==> src/rtl/counter_sequencer.sv <==
// Programmable up/down/bounce count sequencer with command handshake,
// pass counting, endpoint dwell, abort and error reporting.
module counter_sequencer #(
  parameter int unsigned WIDTH   = 4,
  parameter int unsigned PASS_W  = 4,
  parameter int unsigned DWELL_W = 4
) (
  input  logic               clock,
  input  logic               reset,
  input  logic               cmd_valid,
  output logic               cmd_ready,
  input  logic [1:0]         cmd_mode,
  input  logic [WIDTH-1:0]   cmd_lo,
  input  logic [WIDTH-1:0]   cmd_hi,
  input  logic [PASS_W-1:0]  cmd_passes,
  input  logic [DWELL_W-1:0] cmd_dwell,
  input  logic               abort,
  output logic [WIDTH-1:0]   count,
  output logic               dir,
  output logic               busy,
  output logic               done,
  output logic               err
);

  typedef enum logic [1:0] {
    IDLE  = 2'b00,
    RUN   = 2'b01,
    DWELL = 2'b10
  } state_t;

  localparam logic [1:0] MODE_UP     = 2'b00;
  localparam logic [1:0] MODE_DOWN   = 2'b01;
  localparam logic [1:0] MODE_BOUNCE = 2'b10;
  localparam logic [1:0] MODE_RSVD   = 2'b11;

  state_t             state, state_n;
  logic [1:0]         mode_q, mode_n;
  logic [WIDTH-1:0]   lo_q, lo_n;
  logic [WIDTH-1:0]   hi_q, hi_n;
  logic [PASS_W-1:0]  passes_q, passes_n;
  logic [DWELL_W-1:0] dwell_q, dwell_n;
  logic [PASS_W-1:0]  pass_cnt, pass_cnt_n;
  logic [DWELL_W-1:0] dwell_cnt, dwell_cnt_n;
  logic [WIDTH-1:0]   count_n;
  logic               dir_n;
  logic               done_n;
  logic               err_n;

  logic [WIDTH-1:0]   endpoint_c;
  logic [WIDTH-1:0]   step_count_c;
  logic [WIDTH-1:0]   rs_count_c;
  logic               rs_dir_c;
  logic               last_pass_c;
  logic               illegal_c;

  // Endpoint, single step and pass-completion decode from current registers
  always_comb begin
    endpoint_c   = dir ? lo_q : hi_q;
    step_count_c = dir ? (count - WIDTH'(1)) : (count + WIDTH'(1));
    last_pass_c  = (passes_q != PASS_W'(0)) &&
                   ((pass_cnt + PASS_W'(1)) == passes_q);
    illegal_c    = (cmd_lo > cmd_hi) || (cmd_mode == MODE_RSVD);
  end

  // Restart action taken when a non-final pass completes (after any dwell)
  always_comb begin
    rs_count_c = count;
    rs_dir_c   = dir;
    case (mode_q)
      MODE_UP:   rs_count_c = lo_q;
      MODE_DOWN: rs_count_c = hi_q;
      default: begin
        rs_dir_c = ~dir;
        if (lo_q != hi_q)
          rs_count_c = dir ? (count + WIDTH'(1)) : (count - WIDTH'(1));
      end
    endcase
  end

  // Next-state and datapath update
  always_comb begin
    state_n     = state;
    mode_n      = mode_q;
    lo_n        = lo_q;
    hi_n        = hi_q;
    passes_n    = passes_q;
    dwell_n     = dwell_q;
    pass_cnt_n  = pass_cnt;
    dwell_cnt_n = dwell_cnt;
    count_n     = count;
    dir_n       = dir;
    done_n      = 1'b0;
    err_n       = 1'b0;

    case (state)
      IDLE: begin
        if (cmd_valid) begin
          if (illegal_c) begin
            err_n = 1'b1;
          end else begin
            mode_n     = cmd_mode;
            lo_n       = cmd_lo;
            hi_n       = cmd_hi;
            passes_n   = cmd_passes;
            dwell_n    = cmd_dwell;
            pass_cnt_n = PASS_W'(0);
            state_n    = RUN;
            if (cmd_mode == MODE_DOWN) begin
              count_n = cmd_hi;
              dir_n   = 1'b1;
            end else begin
              count_n = cmd_lo;
              dir_n   = 1'b0;
            end
          end
        end
      end

      RUN: begin
        if (abort) begin
          state_n = IDLE;
        end else if (count != endpoint_c) begin
          count_n = step_count_c;
        end else if (last_pass_c) begin
          state_n = IDLE;
          done_n  = 1'b1;
        end else begin
          pass_cnt_n = pass_cnt + PASS_W'(1);
          if (dwell_q != DWELL_W'(0)) begin
            state_n     = DWELL;
            dwell_cnt_n = dwell_q;
          end else begin
            count_n = rs_count_c;
            dir_n   = rs_dir_c;
          end
        end
      end

      DWELL: begin
        if (abort) begin
          state_n = IDLE;
        end else if (dwell_cnt == DWELL_W'(1)) begin
          state_n = RUN;
          count_n = rs_count_c;
          dir_n   = rs_dir_c;
        end else begin
          dwell_cnt_n = dwell_cnt - DWELL_W'(1);
        end
      end

      default: state_n = IDLE;
    endcase
  end

  // State and output registers; busy/cmd_ready decode the next state so they
  // line up with the state they describe
  always_ff @(posedge clock or posedge reset) begin
    if (reset) begin
      state     <= IDLE;
      mode_q    <= MODE_UP;
      lo_q      <= '0;
      hi_q      <= '0;
      passes_q  <= '0;
      dwell_q   <= '0;
      pass_cnt  <= '0;
      dwell_cnt <= '0;
      count     <= '0;
      dir       <= 1'b0;
      busy      <= 1'b0;
      done      <= 1'b0;
      err       <= 1'b0;
      cmd_ready <= 1'b1;
    end else begin
      state     <= state_n;
      mode_q    <= mode_n;
      lo_q      <= lo_n;
      hi_q      <= hi_n;
      passes_q  <= passes_n;
      dwell_q   <= dwell_n;
      pass_cnt  <= pass_cnt_n;
      dwell_cnt <= dwell_cnt_n;
      count     <= count_n;
      dir       <= dir_n;
      busy      <= (state_n != IDLE);
      done      <= done_n;
      err       <= err_n;
      cmd_ready <= (state_n == IDLE);
    end
  end

endmodule
==> config.mk <==
export PLATFORM = sky130hd
export DESIGN_NAME = counter_sequencer
export DESIGN_NICKNAME = d
export VERILOG_FILES = /design/src/rtl/counter_sequencer.sv
export SDC_FILE = /design/constraint.sdc
export NUM_CORES = 1
export LEC_CHECK = 0
export BUFFER_PORTS_ARGS = -buffer_cell sky130_fd_sc_hd__buf_4
export CAP_MARGIN = 25
export CORE_UTILIZATION = 60
export CTS_CLUSTER_SIZE = 40
export DETAILED_ROUTE_END_ITERATION = 7
export PLACE_DENSITY = 0.82
export SKIP_CTS_REPAIR_TIMING = 1
export SYNTH_ARGS = -nofsm -noshare
export SYNTH_HDL_FRONTEND = slang
export SYNTH_SLANG_ARGS = --single-unit
==> constraint.sdc <==
create_clock -name clock -period 4 [get_ports clock]
set_clock_uncertainty 0.1 [all_clocks]
set_input_delay 0.6 -clock clock [delete_from_list [all_inputs] [get_ports clock]]
set_output_delay 0.6 -clock clock [all_outputs]
set_load 0.05 [all_outputs]
==> impl_metrics.json, run 1 <==
{
  "status": "finished clean",
  "cap_violations": 0,
  "timing.hold.ws_ns": 0.304,
  "drive_above_1_share_pct": 21.7,
  "power_mw": 2.63,
  "slew-limit-headroom_pct": 48.4,
  "crit_fanout": 14,
  "ys_async_sr_fraction_pct": 100,
  "dr.pass1.iters": 5,
  "path_clk_slew_ns": 0.09,
  "min_path_type": "in2async",
  "pre_cts_ws_ns": 0.888,
  "report.final.slew_viol_count": 0,
  "antenna_found_initial": 0,
  "avgSynthCellArea_sq_um": 9.68,
  "path_buf_inv": 0,
  "wl_met2_mm": 2.75,
  "die_w_microns": 69.2,
  "clock-sinks": 37,
  "antennaDiodeCount": 0,
  "layout_setup_ws_ns": 1.03,
  "drt-initial-drc-count": 198,
  "cts_tree": "yes",
  "cts_root_buffer": "clkbuf_8",
  "slowest_stage": "nor4_4",
  "hold_viol": 0,
  "synthCells": 280,
  "place.detailed.hpwl_mm": 4.36,
  "routed-wl-met3_microns": 388,
  "crit_arrival_ns": 3.05,
  "critPathMaxStageDelay_ns": 0.73,
  "synth_seq_area_share_pct": 34.2,
  "criticalPathCategory": "reg2reg",
  "setup.worst_path.start_class": "register",
  "dieArea_sq_um": 4790,
  "cts_buffers": 5,
  "grt_pass1_vias": 2237,
  "ir_drop_mv": 0.513,
  "grt_max_degree": 38,
  "wl_met1_mm": 2.79,
  "rsz0062_at_grt": "false",
  "via_per_inst": 6.43,
  "clkLatencyLatePin_ns": 0.30,
  "io_buffers": 30,
  "die_h_microns": 69.2,
  "ys_types": 57,
  "ys_ff_latch": 37,
  "synthTopCellsByArea": "dfrtp_1 33%, mux2_2 6.6%, mux2i_1 6.3%",
  "gp_congestion": 0.931,
  "p_per_area_nw_per_um2": 853,
  "track_usage_pct": 26.9,
  "ctsLongestPathBuffers": 2,
  "synth_top_cell_by_area": "dfrtp_1",
  "synth_ff_type": "dfrtp_1",
  "antenna_left": 0,
  "initial_utilization_pct": 62.2,
  "fmax_mhz": 337,
  "synth_edf_count": 0,
  "routed_wl_mm": 6.04,
  "period_minus_slack_ns": 2.97,
  "path_cells": "mux2i_1 -> xnor2_1 -> nor4_4 -> o2111ai_1 -> a21oi_2 -> mux2_1",
  "end_kind": "register",
  "fillerInstances": 335,
  "setup_viol": 0,
  "routedWlPerCell_microns": 16.7,
  "vias": 2320,
  "worstMarginPinSlew_ns": 0.769,
  "p_leak_nw": 1.37,
  "grt_pass1_wl_mm": 10.5,
  "io_pins": 31,
  "final_nets": 343,
  "setup_tns_ns": 0,
  "h-tree-depth": 2,
  "yosys.area.top_type_share_pct": 33.2,
  "cpLargestDelayFamily": "simple AND/OR/NAND/NOR gates",
  "grt-ovfl-total": 0,
  "syn-num-nets": 315,
  "syn_area_sq_um": 2710,
  "maxUsedRoutingLayer": "met4",
  "area_delta_synth_final_pct": 13.8,
  "yosys_warnings": 0,
  "finalCritPeriodShare_pct": 74.2,
  "core-area_sq_um": 4350,
  "cp_data_required_time_ns": 4.09,
  "rows": 24,
  "drc": 0
}
layer usage:
layer	up-vias	global-route usage, %
met5	-	0
met4	0	9.98
met3	13	4.80
met2	104	40.6
met1	1118	38.7
li1	1085	-
through the flow:
stage,utilization (%),std cells,cell area [sq um]
after floorplan,-,280,2710
after global placement,68.2,353,2970
after detailed placement,68.2,353,2970
after CTS,70.8,361,3080
after global routing,70.8,361,3080
final,70.8,361,3080
cells in the final DEF, fill, tap and decap left out, types with 2 or more instances in the layout:
cell	n
mux2i_1	17
nor2b_1	2
a311o_1	2
or4_1	2
inv_1	20
nand2_1	17
dfrtp_1	36
o21ai_0	4
a211o_1	2
o22ai_1	2
nand2b_1	2
ha_1	13
nor4_1	3
and2_1	3
o21ai_1	2
mux2_1	4
a21o_1	4
a41oi_1	2
buf_4	34
nor2_1	17
a211oi_1	5
o2111ai_1	2
a21oi_1	13
clkbuf_8	5
o2bb2ai_1	2
nand3_1	8
o31a_1	2
or3_1	2
xnor2_1	16
and3_1	4
nor3_1	3
a32oi_1	3
nor3b_1	2
a221o_1	2
a31oi_1	3
mux2_2	16
o211ai_1	2
xor2_1	5
nand4_1	5
area by class of cell:
class	count	area, sq um	area share [%]
Multi-Input combinational cell	210	1650	53.5
Sequential cell	37	927	30.1
Timing Repair Buffer	34	255	8.28
Inverter	20	75.1	2.43
Clock buffer	5	68.8	2.23
Tap cell	52	65.1	2.11
Clock inverter	3	43.8	1.42
synth_stat cells, types with 6 or more instances:
cell	count
nand2_1	17
inv_1	20
clkbuf_1	10
a21oi_1	13
xnor2_1	16
nand3_1	8
dfrtp_1	36
mux2_2	16
nor2_1	17
ha_1	13
mux2i_1	17
a211oi_1	6
report_power, final:
| group | switching (mW) | internal [mW] | leakage [nW] | total, mW |
|---|---|---|---|---|
| clock | 0.149 | 0.187 | 0.0585 | 0.336 |
| sequential | 0.258 | 0.538 | 0.452 | 0.797 |
| combinational | 0.843 | 0.653 | 0.857 | 1.50 |
| total | 1.25 | 1.38 | 1.37 | 2.63 |
final timing paths:
| kind | start | to | slack, ns | depth (start not counted) |
|---|---|---|---|---|
| worst max-delay path | dir | dwell_cnt[1] | 1.03 | 6 |
| worst min-delay path | reset | hi_q[3] | 0.30 | 3 |
| worst min register to register | dwell_cnt[1] | dwell_cnt[1] | 0.44 | 1 |
| worst max register to register | dir | dwell_cnt[1] | 1.03 | 6 |
| min in group clock | cmd_dwell[1] | dwell_q[1] | 0.40 | 3 |
| max in group asynchronous | reset | cmd_ready | 3.13 | 3 |
state kept, by name (all words and copies together), names as in the netlist:
signal,flops
passes_q,4
cmd_ready,1
dir,1
busy,1
count,4
dwell_q,4
err,1
lo_q,4
mode_q,2
done,1
hi_q,4
dwell_cnt,4
pass_cnt,4
state,2
cells by family (layout without fill, tap and decap cells):
family	after synthesis	after routing	share of synthesized area (%)
adder cells (fa/ha/maj)	13	13	6.00
multiplexers	38	38	15.4
XOR/XNOR	21	21	6.79
AND/OR/NAND/NOR	74	74	14.4
flip-flops	37	37	34.2
AO/OA/AOI/OAI	64	64	18.1
buffers and inverters	33	62	5.12
worst reg2reg max path: cells and delay by family, from the launching register on:
kind / cells / cell delay, ns
simple gates: 1 / 0.73
flops: 1 / 0.71
mux: 2 / 0.62
compound gates: 2 / 0.57
xor+xnor: 1 / 0.12
Note: power is estimated with default switching activity, not from simulation.
==> run 2: changes to the inputs <==
--- a/config.mk
+++ b/config.mk
@@ -7,10 +7,10 @@
 export LEC_CHECK = 0
 export BUFFER_PORTS_ARGS = -buffer_cell sky130_fd_sc_hd__buf_4
 export CAP_MARGIN = 25
-export CORE_UTILIZATION = 60
+export CORE_UTILIZATION = 53
 export CTS_CLUSTER_SIZE = 40
 export DETAILED_ROUTE_END_ITERATION = 7
-export PLACE_DENSITY = 0.82
+export PLACE_DENSITY = 0.76
 export SKIP_CTS_REPAIR_TIMING = 1
 export SYNTH_ARGS = -nofsm -noshare
 export SYNTH_HDL_FRONTEND = slang
==> constraint.sdc (replaced) <==
create_clock -name clock -period 2.6 [get_ports clock]
set_clock_uncertainty 0.1 [all_clocks]
set_input_delay 0.39 -clock clock [delete_from_list [all_inputs] [get_ports clock]]
set_output_delay 0.39 -clock clock [all_outputs]
set_load 0.05 [all_outputs]
==> run 2 against run 1 <==
Wire length increased by 7.2%; utilization shrank 4.8 points; first-iteration DRC count down 23%; largest cell class unchanged; register-to-register slack got worse by 0.91 ns; total power up 55%; combinational power rose by 64%; sequential power increased by 49%; highest routed layer unchanged; final area grew 3.1%; clock power is 23% higher; flip-flop and latch count did not move; hold slack got worse by 0.17 ns; critical path depth unchanged.
==> impl_metrics.json, run 2 (synthesized netlist as in run 1, its figures left out) <==
{
  "fmax_mhz": 404,
  "cts_root_buffer": "clkbuf_8",
  "cts_buffers": 5,
  "path_clk_slew_ns": 0.08,
  "layout_setup_ws_ns": 0.126,
  "io_pins": 31,
  "cp_data_required_time_ns": 2.69,
  "worstMarginPinSlew_ns": 0.767,
  "clock-sinks": 37,
  "routed_wl_mm": 6.48,
  "grt.met1_usage_pct": 36.9,
  "r2r_slack_ns": 0.13,
  "cap_violations": 0,
  "grt_pass1_wl_mm": 10.8,
  "setup_viol": 0,
  "clkLatencyLatePin_ns": 0.30,
  "via_per_inst": 5.95,
  "dpl.cell_count": 380,
  "design_area_sq_um": 3180,
  "crit_fanout": 7,
  "final_nets": 355,
  "r2r_start": "pass_cnt[0]",
  "period_minus_slack_ns": 2.47,
  "setup.worst_path.start_class": "register",
  "area_delta_synth_final_pct": 17.3,
  "timing.hold.ws_ns": 0.130,
  "met3_usage_pct": 6.45,
  "pre_cts_ws_ns": -0.0890,
  "rsz0062_at_grt": "false",
  "antenna_found_initial": 0,
  "grt_max_degree": 22,
  "stdcell_count": 388,
  "antennaDiodeCount": 0,
  "cts_tree": "yes",
  "antenna_left": 0,
  "min_path_type": "in2async",
  "r2r_end": "dwell_cnt[1]",
  "end_kind": "register",
  "final_common_cell": "buf_4",
  "initial_utilization_pct": 56.3,
  "dieArea_sq_um": 5400,
  "utilization_pct": 66.0,
  "h-tree-depth": 2,
  "report.final.slew_viol_count": 0,
  "drive_above_1_share_pct": 24.3,
  "grt_pass1_vias": 2198,
  "place.detailed.hpwl_mm": 4.89,
  "ctsLongestPathBuffers": 2,
  "p_per_area_nw_per_um2": 1280,
  "dpl_cell_area_sq_um": 3090,
  "gp_congestion": 0.944,
  "met2_usage_pct": 41.2,
  "status": "finished clean",
  "hold_viol": 0,
  "drt-initial-drc-count": 152,
  "final_cell_mix": "45 x buf_4, 35 x dfrtp_1, 20 x inv_1",
  "slew-limit-headroom_pct": 48.8,
  "rows": 25,
  "criticalPathCategory": "reg2reg",
  "drc": 0,
  "ir_drop_mv": 0.634,
  "track_usage_pct": 26.5,
  "p_leak_nw": 1.41,
  "io_buffers": 30,
  "busiest_layer": "met2",
  "reg2reg_depth": 6,
  "dr.pass1.iters": 5,
  "die_w_microns": 73.5,
  "crit_arrival_ns": 2.56,
  "routedWlPerCell_microns": 16.7,
  "vias": 2310,
  "grt-ovfl-total": 0,
  "die_h_microns": 73.5,
  "finalCritPeriodShare_pct": 95.1,
  "core-area_sq_um": 4820,
  "fillerInstances": 425
}
==> run 2: cell types whose count changed in the layout (fill, tap and decap cells not counted) <==
cell / change
buf_12: +1
buf_4: +11
dfrtp_1: -1
clkinv_2: -1
dfrtp_2: +1
clkinv_4: +1
inv_6: -1
bufinv_16: -1
clkbuf_1: +2
==> run 2: power by group <==
group	internal [mW]	total, mW	switching [mW]
Combinational	1.09	2.46	1.37
Sequential	0.831	1.19	0.362
Clock	0.192	0.413	0.221
Total	2.11	4.07	1.96
==> run 2: worst max-delay path by stage <==
stage	start	endpoint	slack, ns	cells after the start
floorplan	cmd_hi[3]	count[1]	0.02	8
global placement	cmd_lo[3]	count[1]	-0.006	8
detailed placement	cmd_lo[3]	count[3]	-0.09	8
CTS	pass_cnt[0]	dwell_cnt[1]	0.13	6
global route	pass_cnt[0]	dwell_cnt[1]	0.05	6
finish	pass_cnt[0]	dwell_cnt[1]	0.13	6
==> run 2: final cells by class <==
class	count	area, sq um	area share [%]
clock buffer	7	76.3	2.40
clock inverter	1	8.76	0.275
inverter	20	75.1	2.36
multi-input combinational	210	1650	51.9
sequential	37	928	29.2
tap	67	83.8	2.64
timing repair buffer	46	358	11.3
==> run 2: per-stage QoR <==
step	total power, mW	TNS [ns]
CTS	4.06	0
finish	4.07	0
floorplan	3.00	0
detailed placement	3.62	-0.239
global route	4.35	0
global placement	3.56	-0.0112
==> run 2: routing by layer <==
layer | vias up | share of wire [%] | wire [microns]
li1 | 1106 | - | -
met1 | 1117 | 46 | 2970
met2 | 79 | 47 | 3050
met3 | 8 | 5.6 | 361
met4 | 0 | 1.3 | 85
met5 | - | 0 | 0
==> run 2: critical path, cell delays in order (launching register included) <==
cell and delay, ns:
dfrtp_1 0.44, ha_1 0.34, xor2_1 0.16, or3_1 0.53, o2111ai_1 0.33, a21oi_2 0.14, mux2_1 0.32
